## config.mk

```make
export PLATFORM = sky130hd
export DESIGN_NAME = ram_sp_req_ctrl
export DESIGN_NICKNAME = d
export VERILOG_FILES = /design/src/rtl/mem_pkg.sv /design/src/rtl/fifo2.sv /design/src/rtl/ram_sp_req_ctrl.sv
export SDC_FILE = /design/constraint.sdc
export NUM_CORES = 1
export LEC_CHECK = 0
export BUFFER_PORTS_ARGS = -buffer_cell sky130_fd_sc_hd__buf_2
export CORE_MARGIN = 4
export CORE_UTILIZATION = 46
export DETAILED_ROUTE_END_ITERATION = 10
export PLACE_DENSITY_LB_ADDON = 0.3
export SETUP_SLACK_MARGIN = 0.2
export SLEW_MARGIN = 20
export SYNTH_ARGS = -nofsm -noshare
export SYNTH_HDL_FRONTEND = slang
export SYNTH_HIERARCHICAL = 1
export SYNTH_SLANG_ARGS = --single-unit
```

## constraint.sdc

```tcl
create_clock -name clk -period 2.9 [get_ports clk]
set_clock_uncertainty 0.1 [all_clocks]
set_input_delay 0.145 -clock clk [delete_from_list [all_inputs] [get_ports clk]]
set_output_delay 0.145 -clock clk [all_outputs]
set_load 0.01 [all_outputs]
```

## src/rtl/mem_pkg.sv

```systemverilog
// Shared definitions for the single-port RAM request controller.
// Holds the response-buffer sizing and the request opcode encoding.
package mem_pkg;

    localparam int RSP_DEPTH = 2;
    localparam int RSP_CNT_W = $clog2(RSP_DEPTH + 1);

    typedef enum logic {
        OP_READ  = 1'b0,
        OP_WRITE = 1'b1
    } op_e;

endpackage

```

## src/rtl/fifo2.sv

```systemverilog
// Two-entry response buffer with registered head output.
// Latency: push visible on pop_data one cycle later; push+pop in one cycle keeps count and order.
// Backpressure: push is dropped when full without a same-cycle pop; pop ignored when empty.
module fifo2
    import mem_pkg::*;
#(
    parameter int DATA_W = 32
) (
    input  logic              clk,
    input  logic              rst_ni,
    input  logic              push,
    input  logic [DATA_W-1:0] push_data,
    input  logic              pop,
    output logic [DATA_W-1:0] pop_data,
    output logic              full,
    output logic              empty
);

    logic [DATA_W-1:0]    mem [RSP_DEPTH];
    logic                 wr_ptr;
    logic                 rd_ptr;
    logic [RSP_CNT_W-1:0] count;
    logic                 push_ok;
    logic                 pop_ok;

    assign full    = (count == RSP_CNT_W'(RSP_DEPTH));
    assign empty   = (count == '0);
    assign pop_ok  = pop & ~empty;
    assign push_ok = push & (~full | pop_ok);

    always_ff @(posedge clk or negedge rst_ni) begin
        if (!rst_ni) begin
            wr_ptr <= 1'b0;
            rd_ptr <= 1'b0;
            count  <= '0;
        end else begin
            if (push_ok) wr_ptr <= ~wr_ptr;
            if (pop_ok)  rd_ptr <= ~rd_ptr;
            case ({push_ok, pop_ok})
                2'b10:   count <= count + RSP_CNT_W'(1);
                2'b01:   count <= count - RSP_CNT_W'(1);
                default: count <= count;
            endcase
        end
    end

    // Data storage carries no reset; occupancy alone decides what is valid.
    always_ff @(posedge clk) begin
        if (push_ok) mem[wr_ptr] <= push_data;
    end

    assign pop_data = mem[rd_ptr];

endmodule

```

## src/rtl/ram_sp_req_ctrl.sv

```systemverilog
// Valid/ready request front-end for a single-port synchronous RAM with in-order read responses.
// Latency: read response two cycles after accept; writes complete in the accept cycle, no response.
// Backpressure: req_ready_o drops once two reads are in flight/buffered, unless a response pops this cycle.
module ram_sp_req_ctrl
    import mem_pkg::*;
#(
    parameter  int DATA_W = 32,
    parameter  int DEPTH  = 256,
    localparam int ADDR_W = $clog2(DEPTH)
) (
    input  logic              clk,
    input  logic              rst_ni,
    input  logic              req_valid_i,
    output logic              req_ready_o,
    input  logic              req_we_i,
    input  logic [ADDR_W-1:0] req_addr_i,
    input  logic [DATA_W-1:0] req_wdata_i,
    output logic              rsp_valid_o,
    input  logic              rsp_ready_i,
    output logic [DATA_W-1:0] rsp_rdata_o,
    output logic              ram_wen_o,
    output logic [ADDR_W-1:0] ram_addr_o,
    output logic [DATA_W-1:0] ram_wdata_o,
    input  logic [DATA_W-1:0] ram_rdata_i
);

    logic accept;
    logic rd_accept;
    logic rd_pend;
    logic pop;
    logic fifo_full;
    logic fifo_empty;
    logic occ_full;

    assign accept    = req_valid_i & req_ready_o;
    assign rd_accept = accept & (op_e'(req_we_i) == OP_READ);
    assign pop       = rsp_valid_o & rsp_ready_i;

    // Occupancy (buffered + in-flight) reaches two when full, or one buffered plus one in flight.
    assign occ_full    = fifo_full | (~fifo_empty & rd_pend);
    assign req_ready_o = ~occ_full | pop;

    assign ram_wen_o   = accept & req_we_i;
    assign ram_addr_o  = req_addr_i;
    assign ram_wdata_o = req_wdata_i;

    always_ff @(posedge clk or negedge rst_ni) begin
        if (!rst_ni) begin
            rd_pend <= 1'b0;
        end else begin
            rd_pend <= rd_accept;
        end
    end

    assign rsp_valid_o = ~fifo_empty;

    fifo2 #(
        .DATA_W (DATA_W)
    ) u_rsp_fifo (
        .clk       (clk),
        .rst_ni    (rst_ni),
        .push      (rd_pend),
        .push_data (ram_rdata_i),
        .pop       (pop),
        .pop_data  (rsp_rdata_o),
        .full      (fifo_full),
        .empty     (fifo_empty)
    );

endmodule

```

==> Word level (Yosys, flattened, before mapping) <==
Memories as Yosys holds them, arrays and structs flattened.
Index checks and enable logic that the tools add are counted.
Widths: inputs -> output; s select.
{ "op_classes": {"eq_ne": 3, "n_addsub": 2, "n_reduce_logical": 2, "muxes": 3, "bitwise": 16} }
{ "ops": {"columns": ["cell", "n"], "rows": [
  ["$and 1x1->1", 7],
  ["$not 1->1", 6],
  ["$eq 2x2->1 const B", 2],
  ["$pmux 2 s2", 1],
  ["$or 1x1->1", 3],
  ["$add 2x1->2 const B", 1],
  ["$eq 2x1->1 const B", 1],
  ["$logic_not 2->1", 1],
  ["$mux 1", 2],
  ["$reduce_bool 2->1", 1],
  ["$sub 2x1->2 const B", 1]
]} }
{ "totals": {"ram_bits": 64, "output_inout_bits": 75, "ff_bits": 5, "memories": 1, "wordCells": 31, "inputBits": 77} }
{ "mem_list": {"columns": ["name", "depth", "word_bits", "rd", "rd_ports_with_merged_regs", "write_ports", "line_no", "text"], "rows": [
  ["u_rsp_fifo.mem", 2, 32, 1, 0, 1, "fifo2.sv:19", "logic [DATA_W-1:0] mem [RSP_DEPTH];"]
]} }

==> Logic depth before layout (Yosys ltp) <==
Gate-level depths: netlist of the first run.
{ "logic_depth": {"depth_word": 8, "depth_mapped": 7, "depth_no_buf": 7} }

==> Modules after synthesis <==
The synthesis of the first run kept the hierarchy.
{ "by_module_without_submodules": {"columns": ["module", "seq_area_each_um2", "instances", "area_per_inst_um2", "cells_per_inst"], "rows": [
  ["fifo2", 2021.9, 1, 2680.1, 119],
  ["ram_sp_req_ctrl", 25.0, 1, 377.9, 47]
]} }

==> Worst setup path after synthesis of the first run <==
OpenSTA, ideal clock, no wires.
{ "synth_path": {"path_type": "register -> register", "start": "reg u_rsp_fifo.count[1]", "end": "mem u_rsp_fifo.mem[1][0], enable pin", "setup_slack_ns": 0.224, "arrival_time_ns": 2.155, "stages_incl_launch_ff": 5, "cell_sequence": "dfrtp_1 -> nor2_1 -> nor2b_2 -> o21ai_4 -> nor2_1"} }
{ "synth_via": {"elab_chain_cells": 8} }
{ "synth_rtl": {"columns": ["element", "line_no", "text"], "rows": [
  ["from (decl)", "fifo2.sv:22", "logic [RSP_CNT_W-1:0] count;"],
  ["from (signal assigned)", "fifo2.sv:40", "2'b10: count <= count + RSP_CNT_W'(1);"],
  ["from (signal assigned)", "fifo2.sv:41", "2'b01: count <= count - RSP_CNT_W'(1);"],
  ["from (signal assigned)", "fifo2.sv:42", "default: count <= count;"],
  ["$logic_not 2->1", "fifo2.sv:27", "assign empty = (count == '0);"],
  ["named net fifo_empty", "ram_sp_req_ctrl.sv:32", "logic fifo_empty;"],
  ["$not 1->1", "ram_sp_req_ctrl.sv:55", "assign rsp_valid_o = ~fifo_empty;"],
  ["$and 1x1->1", "ram_sp_req_ctrl.sv:37", "assign pop = rsp_valid_o & rsp_ready_i;"],
  ["named net pop", "ram_sp_req_ctrl.sv:30", "logic pop;"],
  ["$and 1x1->1", "fifo2.sv:28", "assign pop_ok = pop & ~empty;"],
  ["$or 1x1->1", "fifo2.sv:29", "assign push_ok = push & (~full | pop_ok);"],
  ["$and 1x1->1", "fifo2.sv:29", null],
  ["$mux 1", "fifo2.sv:49", "if (push_ok) mem[wr_ptr] <= push_data;"],
  ["$mux 1 (implied by the code)", "fifo2.sv:49", null],
  ["to (decl)", "fifo2.sv:19", null]
]} }
The timed path passes the listed nets, and every way through them passes these cells.

==> Worst setup path after layout of the first run <==
{ "layout_path": {"start": "reg u_rsp_fifo.count[1]", "end": "mem u_rsp_fifo.mem[1][13], enable pin"} }
Same word-level chain as after synthesis.

==> results.tsv, run 1 <==
metric	value	unit
ys_warn_count	6	
core	6390	um^2
max_stage_delay	0.42	ns
cts_resized	0	
p_leak	1.51	nW
ctsHoldBuffers	35	
hold_ws	0.0562	ns
area_growth	21.0	%
synth-simple-area-share	2.21	%
routabilityCongestion	0.686	
min_path_type	primary input to async pin	
clk-insertion-delay-late	0.33	ns
grt_use_total	13.9	%
die_area	8020	um^2
synth_top_family_by_area	multiplexers	
start_kind	flop	
synth_nets	244	
synthMuxAreaShare	15.3	%
r2r-start	u_rsp_fifo/count[1]$_DFFE_PN0P_	
first_iter_violations	79	
end_kind	flop	
synth_top_area_share	62.8	%
period_share	70.2	%
synth_area	3060	um^2
clkTransAtPathRegs	0.07	ns
setup_viol	0	
grt_antenna_before_repair	0	
yosysTopAreaCell	edfxtp_1	
drive_gt1_share	52.4	%
cts_buffers	9	
fin_area	3700	um^2
die_h	89.5	um
grt_overflow	0	
syn_inst	166	
cts_setup_buffers	0	
drc_errors	0	
syn_avg_cell_area	18.4	um^2
cts_tree	built	
rsz0062_at_grt	no	
drt.antenna.violating_nets	0	
crit_chain	nor2_1, nor2b_2, o21ai_4, nor2_4, buf_4	
nFillCells	491	
place.port_buffers	71	
drtPass1Iterations	4	
fmax	0.492	GHz
nNetsFinal	321	
critPathKind	flop to flop	
root_buffer	clkbuf_8	
place_area	3180	um^2
synth_xor_area_share	1.43	%
instances_no_fill	325	
dp_cells	274	
crit_slowest_cell	dfrtp_1	
worstPathMaxFanout	17	
cp.arrival	1.96	ns
max_slew_margin	67.1	%
die-width	89.5	um
finalHoldViolCount	0	
critPathBufInv	1	
maxCapViolCount	0	
synthAdderAreaFrac	0.409	%
worstMarginPinSlew	0.492	ns
ios	152	
ys_ff_latch	69	
design_power_total	3.00	mW
dp_hpwl	3770	um
maxSlewViolCount	0	
clock-sinks	69	
final.setup.tns	0	ns
start_util	47.9	%
path_delay_family	simple AND/OR/NAND/NOR gates	
fin_crit	2.03	ns
totalWireLength	5380	um
ys_types	19	
yosysSeqAreaShare	66.9	%
worstPathRequired	2.82	ns
vias_per_cell	4.62	
cts_max_level	3	
cts_max_path_buffers	2	
synth_area_leaders	edfxtp_1 63%, mux2_4 14%, buf_4 9.8%	
pwr_density_cell	810	nW/um^2
wl_per_cell	16.6	um
diodes	0	
via_count	1500	
outcome	completed	
grt_max_degree	23	
grt_pass1_wl	7850	um
synth_compound_area_share	1.15	%
max-vdd-ir-drop	0.433	mV
crit_start	u_rsp_fifo/count[1]$_DFFE_PN0P_	
std_cell_rows	29	
grt_pass1_vias	1579	
-- metal layers --
| layer | track usage [%] | wire length, um |
|---|---|---|
| met3 | 5.07 | 545 |
| met2 | 21.2 | 2430 |
| met4 | 12.3 | 407 |
| met5 | 0 | 0 |
| met1 | 15.1 | 2000 |
-- state kept, by name (all words and copies together) (netlist names) --
name,count
u_rsp_fifo/rd_ptr,1
u_rsp_fifo/count,2
rd_pend,1
u_rsp_fifo/mem,64
u_rsp_fifo/wr_ptr,1
-- power by group --
group / internal, mW / switching (mW)
sequential: 1.26 / 0.0907
clock: 0.303 / 0.341
combinational: 0.552 / 0.455
total: 2.11 / 0.887
-- layout make-up --
type / instances / area [um^2] / area share (%)
tap: 77 / 96.3 / 2.60
inverter: 3 / 11.3 / 0.304
clock inverter: 7 / 42.5 / 1.15
multi-input combinational: 50 / 643 / 17.4
sequential: 69 / 2050 / 55.3
clock buffer: 9 / 124 / 3.35
timing repair buffer: 110 / 736 / 19.9
-- cells in the mapped netlist (all sizes together) --
master / count
ha: 1
inv: 3
mux2: 32
nor2: 4
o21ai: 1
nor2b: 3
edfxtp: 64
dfrtp: 5
and3: 1
xor2: 2
and3b: 1
buf: 44
o21bai: 1
xnor2: 3
nand2b: 1
-- cell usage in the layout (no fill, tap or decap) --
cell type	netlist	layout
and3_1	1	1
buf_2	0	71
edfxtp_1	64	64
nand2b_4	1	1
nor2_4	0	2
buf_4	40	4
dfrtp_1	5	4
o21ai_4	1	1
clkinvlp_4	0	2
nor2b_1	1	1
clkinv_1	0	1
o21bai_4	1	1
mux2_4	29	29
dfrtp_2	0	1
inv_1	3	3
clkinv_4	0	1
mux2_2	3	3
xor2_1	2	2
and3b_1	1	1
dlygate4sd3_1	0	35
clkinv_2	0	3
nor2b_2	2	2
nor2_1	4	2
clkbuf_8	0	9
ha_1	1	1
xnor2_1	3	3
-- worst register-to-register path, cell delays in order, from the launching register on --
cell and delay (ns):
dfrtp_1 0.42, nor2_1 0.13, nor2b_2 0.21, o21ai_4 0.12
nor2_4 0.40, buf_4 0.33
-- through the flow --
| step | setup slack, ns | util, % |
|---|---|---|
| 2_1_floorplan | 0.224 | - |
| 3_3_place_gp | 0.886 | 49.9 |
| 3_5_place_dp | 0.852 | 49.9 |
| 4_1_cts | 0.830 | 58.0 |
| 5_1_grt | 0.673 | 58.0 |
| 6_report | 0.866 | 58.0 |
-- worst paths after layout --
| path | end | slack (ns) | cells past startpoint |
|---|---|---|---|
| max in group asynchronous | u_rsp_fifo/rd_ptr$_DFFE_PN0P_ | 2.49 | 2 |
| min | u_rsp_fifo/count[1]$_DFFE_PN0P_ | 0.06 | 2 |
| max reg2reg | u_rsp_fifo/mem[1][13]$_DFFE_PP_ | 0.87 | 5 |
| max | u_rsp_fifo/mem[1][13]$_DFFE_PP_ | 0.87 | 5 |
| min reg2reg | u_rsp_fifo/count[0]$_DFFE_PN0P_ | 0.44 | 1 |
| min in group clk | ram_wdata_o[1] | 0.19 | 0 |
-- kinds of logic after synthesis --
| family | Yosys count |
|---|---|
| simple gates | 10 |
| buf+inv | 47 |
| mux | 32 |
| compound gates | 2 |
| fa+ha+maj | 1 |
| xor+xnor | 5 |
| flops | 69 |
Power figures use the tool's default switching activity.
==> run 2, diff against run 1 <==
clock period = 1.9 ns   (was 2.9 ns; I/O delays follow)
==> results.tsv, run 2 (synthesized netlist as in run 1, its figures left out) <==
metric	value	unit
std_cell_rows	29	
reg2reg_depth	7	
critPathKind	flop to primary output	
maxSlewViolCount	0	
p_leak	1.65	nW
rsz0062_at_grt	yes	
first_iter_violations	51	
fin_crit	1.71	ns
worstPathRequired	1.70	ns
design_power_total	5.26	mW
diodes	0	
pwr_density_cell	1310	nW/um^2
outcome	completed	
place_area	3230	um^2
max_stage_delay	0.42	ns
crit_slowest_cell	dfrtp_2	
max-vdd-ir-drop	0.963	mV
nNetsFinal	343	
final_cell_mix	71 x buf_2, 64 x edfxtp_1, 37 x dlygate4sd3_1, 29 x mux2_4, 14 x buf_4	
die_area	8020	um^2
routabilityCongestion	0.753	
root_buffer	clkbuf_8	
hold_path_depth	0	
max_slew_margin	81.8	%
worstPathMaxFanout	3	
path_delay_family	flip-flops	
switching_share	28.3	%
largest-register	u_rsp_fifo/mem	
vias_per_cell	4.71	
maxCapViolCount	0	
cts_buffers	9	
cp.arrival	1.51	ns
totalWireLength	5750	um
p_switching	1.49	mW
cp.depth	6	
place.port_buffers	71	
clkTransAtPathRegs	0.07	ns
start_util	47.9	%
grt_antenna_before_repair	0	
core	6390	um^2
pwr-share-comb	37.8	%
fin_area	4030	um^2
largest_reg_flops	64	
dp_hpwl	3430	um
cts_tree	built	
clk-insertion-delay-late	0.33	ns
fmax	0.586	GHz
drt.antenna.violating_nets	0	
drive_gt1_share	57.0	%
seqCellArea	2050	um^2
critPathBufInv	2	
clock_power_share	23.7	%
final.setup.worst_slack	0.193	ns
drtPass1Iterations	4	
end_kind	primary output	
top_regs	u_rsp_fifo/mem x64, u_rsp_fifo/count x2	
via_count	1633	
wl_per_cell	16.6	um
grt_pass1_wl	8350	um
grt_use_total	14.5	%
clock-sinks	69	
grt_pass1_vias	1687	
worstMarginPinSlew	0.274	ns
die_h	89.5	um
start_kind	flop	
period_share	89.8	%
final_common_cell	buf_2	
multi_input_area	701	um^2
nFillCells	483	
power_frac_seq	38.5	%
area_growth	31.8	%
grt_max_degree	22	
die-width	89.5	um
dp_slack	-0.124	ns
cts_max_path_buffers	2	
min_path_type	primary input to primary output	
finalHoldViolCount	0	
crit_chain	nor2_4, buf_4, nor2b_1, o21bai_4, and3_1, buf_2	
cts_max_level	3	
ios	152	
drc_errors	0	
setup_viol	0	
intPower	3.77	mW
grt_overflow	0	
## run 2: worst paths after layout
check | end | from | slack [ns]
worst max-delay path | ram_wen_o | u_rsp_fifo/count[1]$_DFFE_PN0P_ | 0.19
worst min-delay path | ram_wdata_o[22] | req_wdata_i[22] | 0.09
worst max register to register | u_rsp_fifo/mem[0][11]$_DFFE_PP_ | u_rsp_fifo/count[0]$_DFFE_PN0P_ | 0.20
worst min register to register | u_rsp_fifo/count[0]$_DFFE_PN0P_ | u_rsp_fifo/count[0]$_DFFE_PN0P_ | 0.55
max in group asynchronous | u_rsp_fifo/rd_ptr$_DFFE_PN0P_ | rst_ni | 0.36
min in group asynchronous | u_rsp_fifo/count[1]$_DFFE_PN0P_ | rst_ni | 0.57
## run 2: stage by stage
step	setup TNS [ns]	hold slack, ns	instances	util (%)
2_1_floorplan	0	-0.301	166	-
3_3_place_gp	-4.26	-0.179	276	50.5
3_5_place_dp	-7.16	-0.175	276	50.5
4_1_cts	0	0.0901	343	62.4
5_1_grt	0	0.0900	347	63.1
6_report	0	0.0900	347	63.1
## run 2: routing by layer
metal	wire length (um)	up-vias	track usage, %
met3	536	16	6.54
li1	-	758	-
met1	2420	775	17.7
met4	107	0	6.77
met5	0	-	0
met2	2690	84	22.0
## run 2: what timing repair did
action,CTS,global route
cloned,2,0
hold buffers,37,0
setup endpoints to repair,66,6
buffers inserted,12,4
hold endpoints to repair,70,0
pin swaps,6,2
gates resized for setup,6,3
## run 2: layout make-up
class / instances / area share, %
multi-input combinational: 52 / 17.4
clock buffer: 12 / 3.35
sequential: 69 / 50.9
tap: 77 / 2.39
clock inverter: 4 / 1.80
timing repair buffer: 130 / 23.9
inverter: 3 / 0.279
## run 2: power by group through the flow
stage / sequential [mW] / combinational, mW / clock (mW)
floorplan: 2.04 / 1.35 / 0
global placement: 2.05 / 1.64 / 0
detailed placement: 2.07 / 1.64 / 0
CTS: 2.03 / 1.92 / 1.28
global route: 2.05 / 2.12 / 1.34
finish: 2.03 / 1.99 / 1.25
==> run 3, diff against run 2 <==
CTS_CLUSTER_SIZE = 24   (was unset)
RECOVER_POWER = 50   (was unset)
REMOVE_ABC_BUFFERS = 1   (was unset)
==> results.tsv, run 3 (synthesized netlist as in run 1, its figures left out) <==
metric	value	unit
outcome	completed	
start_kind	flop	
dp_slack	0.132	ns
cts_buffers	9	
core	6390	um^2
cts_max_level	3	
r2r_setup_slack	0.29	ns
maxSlewViolCount	0	
max-vdd-ir-drop	0.823	mV
end_kind	primary output	
via_count	1584	
area_growth	25.0	%
worstMarginPinSlew	0.265	ns
top_regs	u_rsp_fifo/mem x64, u_rsp_fifo/count x2	
seqCellArea	2050	um^2
wl_per_cell	18.8	um
hold_path_depth	0	
routabilityCongestion	0.734	
min_path_type	primary input to primary output	
final_cell_mix	64 x edfxtp_1, 46 x buf_2, 36 x dlygate4sd3_1, 29 x mux2_4, 23 x clkbuf_1	
start_util	47.9	%
root_buffer	clkbuf_8	
design_power_total	4.89	mW
nNetsFinal	332	
setup_viol	0	
final_util	59.9	%
place.port_buffers	71	
die_h	89.5	um
drtPass1Iterations	4	
worstPathRequired	1.70	ns
clock-sinks	69	
critPathKind	flop to primary output	
finalHoldViolCount	0	
vias_per_cell	4.76	
nFillCells	491	
instances_no_fill	333	
final.setup.worst_slack	0.246	ns
drc_errors	0	
dp_hpwl	4430	um
maxCapViolCount	0	
cp.arrival	1.46	ns
grt_overflow	0	
drive_gt1_share	45.7	%
clk-insertion-delay-late	0.33	ns
drt.antenna.violating_nets	0	
die-width	89.5	um
clkTransAtPathRegs	0.07	ns
cts_max_path_buffers	2	
whs_endpoint	ram_wdata_o[9]	
fmax	0.605	GHz
period_share	87.0	%
p_leak	1.51	nW
max_slew_margin	82.3	%
dp_cells	277	
grt_pass1_vias	1718	
rsz0062_at_grt	yes	
final_common_cell	edfxtp_1	
std_cell_rows	29	
reg2reg_depth	7	
fin_crit	1.65	ns
ios	152	
grt_pass1_wl	9050	um
r2r-start	u_rsp_fifo/count[0]$_DFFE_PN0P_	
largest_reg_flops	64	
totalWireLength	6260	um
grt_antenna_before_repair	0	
cts_tree	built	
first_iter_violations	49	
die_area	8020	um^2
grt_max_degree	28	
holdCritStartpoint	req_wdata_i[9]	
diodes	0	
worstPathMaxFanout	3	
hold_ws	0.0900	ns
r2r-end	u_rsp_fifo/count[1]$_DFFE_PN0P_	
grt_use_total	16.6	%
multi_input_area	658	um^2
largest-register	u_rsp_fifo/mem	
pwr_density_cell	1280	nW/um^2
## run 3: cell count changes in the layout (fill, tap and decap cells not counted), sizes merged
cell and change:
nor2 -2, clkinvlp -1, clkinv +2, buf -32, dlygate4sd3 -1, bufinv -1, clkbuf +21
## run 3: what timing repair did
item,4_1_cts,5_1_grt
setup endpoints to repair,28,2
setup buffers,4,3
pin swaps,0,1
hold endpoints to repair,70,0
hold buffers,36,0
gates resized for setup,1,7
## run 3: layer usage
layer	share of wire, %	GRT usage [%]
met5	0.54	3.90
met4	1.2	6.90
met3	14	11.6
met2	41	21.2
met1	43	21.4
## run 3: stage by stage
| stage | cell area, um^2 | TNS, ns |
|---|---|---|
| after CTS | 3800 | 0 |
| after global placement | 3240 | 0 |
| after global routing | 3820 | 0 |
| after detailed placement | 3240 | 0 |
| after floorplan | 2690 | -49.83 |
| final | 3820 | 0 |
## run 3: cell type report
| class | instances | share of cell area [%] |
|---|---|---|
| Clock buffer | 9 | 3.24 |
| Multi-Input combinational cell | 50 | 17.2 |
| Tap cell | 77 | 2.52 |
| Inverter | 3 | 0.360 |
| Timing Repair Buffer | 121 | 22.0 |
| Clock inverter | 4 | 1.11 |
| Sequential cell | 69 | 53.6 |
## run 3: worst max-delay path: stages (launching register included)
cell      delay (ns)
dfrtp_1         0.41
nor2_2          0.14
buf_6           0.13
nor2b_4         0.04
o21bai_4        0.12
and3_4          0.19
buf_6           0.10
## run 3: worst max-delay path by stage
stage | start | endpoint | slack, ns | depth (start not counted)
floorplan | u_rsp_fifo/count[1]$_DFFE_PN0P_ | u_rsp_fifo/mem[1][0]$_DFFE_PP_ | -0.78 | 4
global placement | u_rsp_fifo/count[1]$_DFFE_PN0P_ | u_rsp_fifo/count[1]$_DFFE_PN0P_ | 0.21 | 6
detailed placement | u_rsp_fifo/count[1]$_DFFE_PN0P_ | u_rsp_fifo/count[1]$_DFFE_PN0P_ | 0.13 | 6
CTS | u_rsp_fifo/count[0]$_DFFE_PN0P_ | u_rsp_fifo/count[1]$_DFFE_PN0P_ | 0.18 | 6
global route | u_rsp_fifo/count[1]$_DFFE_PN0P_ | ram_wen_o | 0.14 | 6
finish | u_rsp_fifo/count[0]$_DFFE_PN0P_ | ram_wen_o | 0.25 | 6
## run 3: report_power, final
part           leakage (nW)  switching, mW  internal, mW
logic                 0.782          0.819          1.02
registers             0.642         0.0875          1.92
clock network        0.0859          0.479         0.573
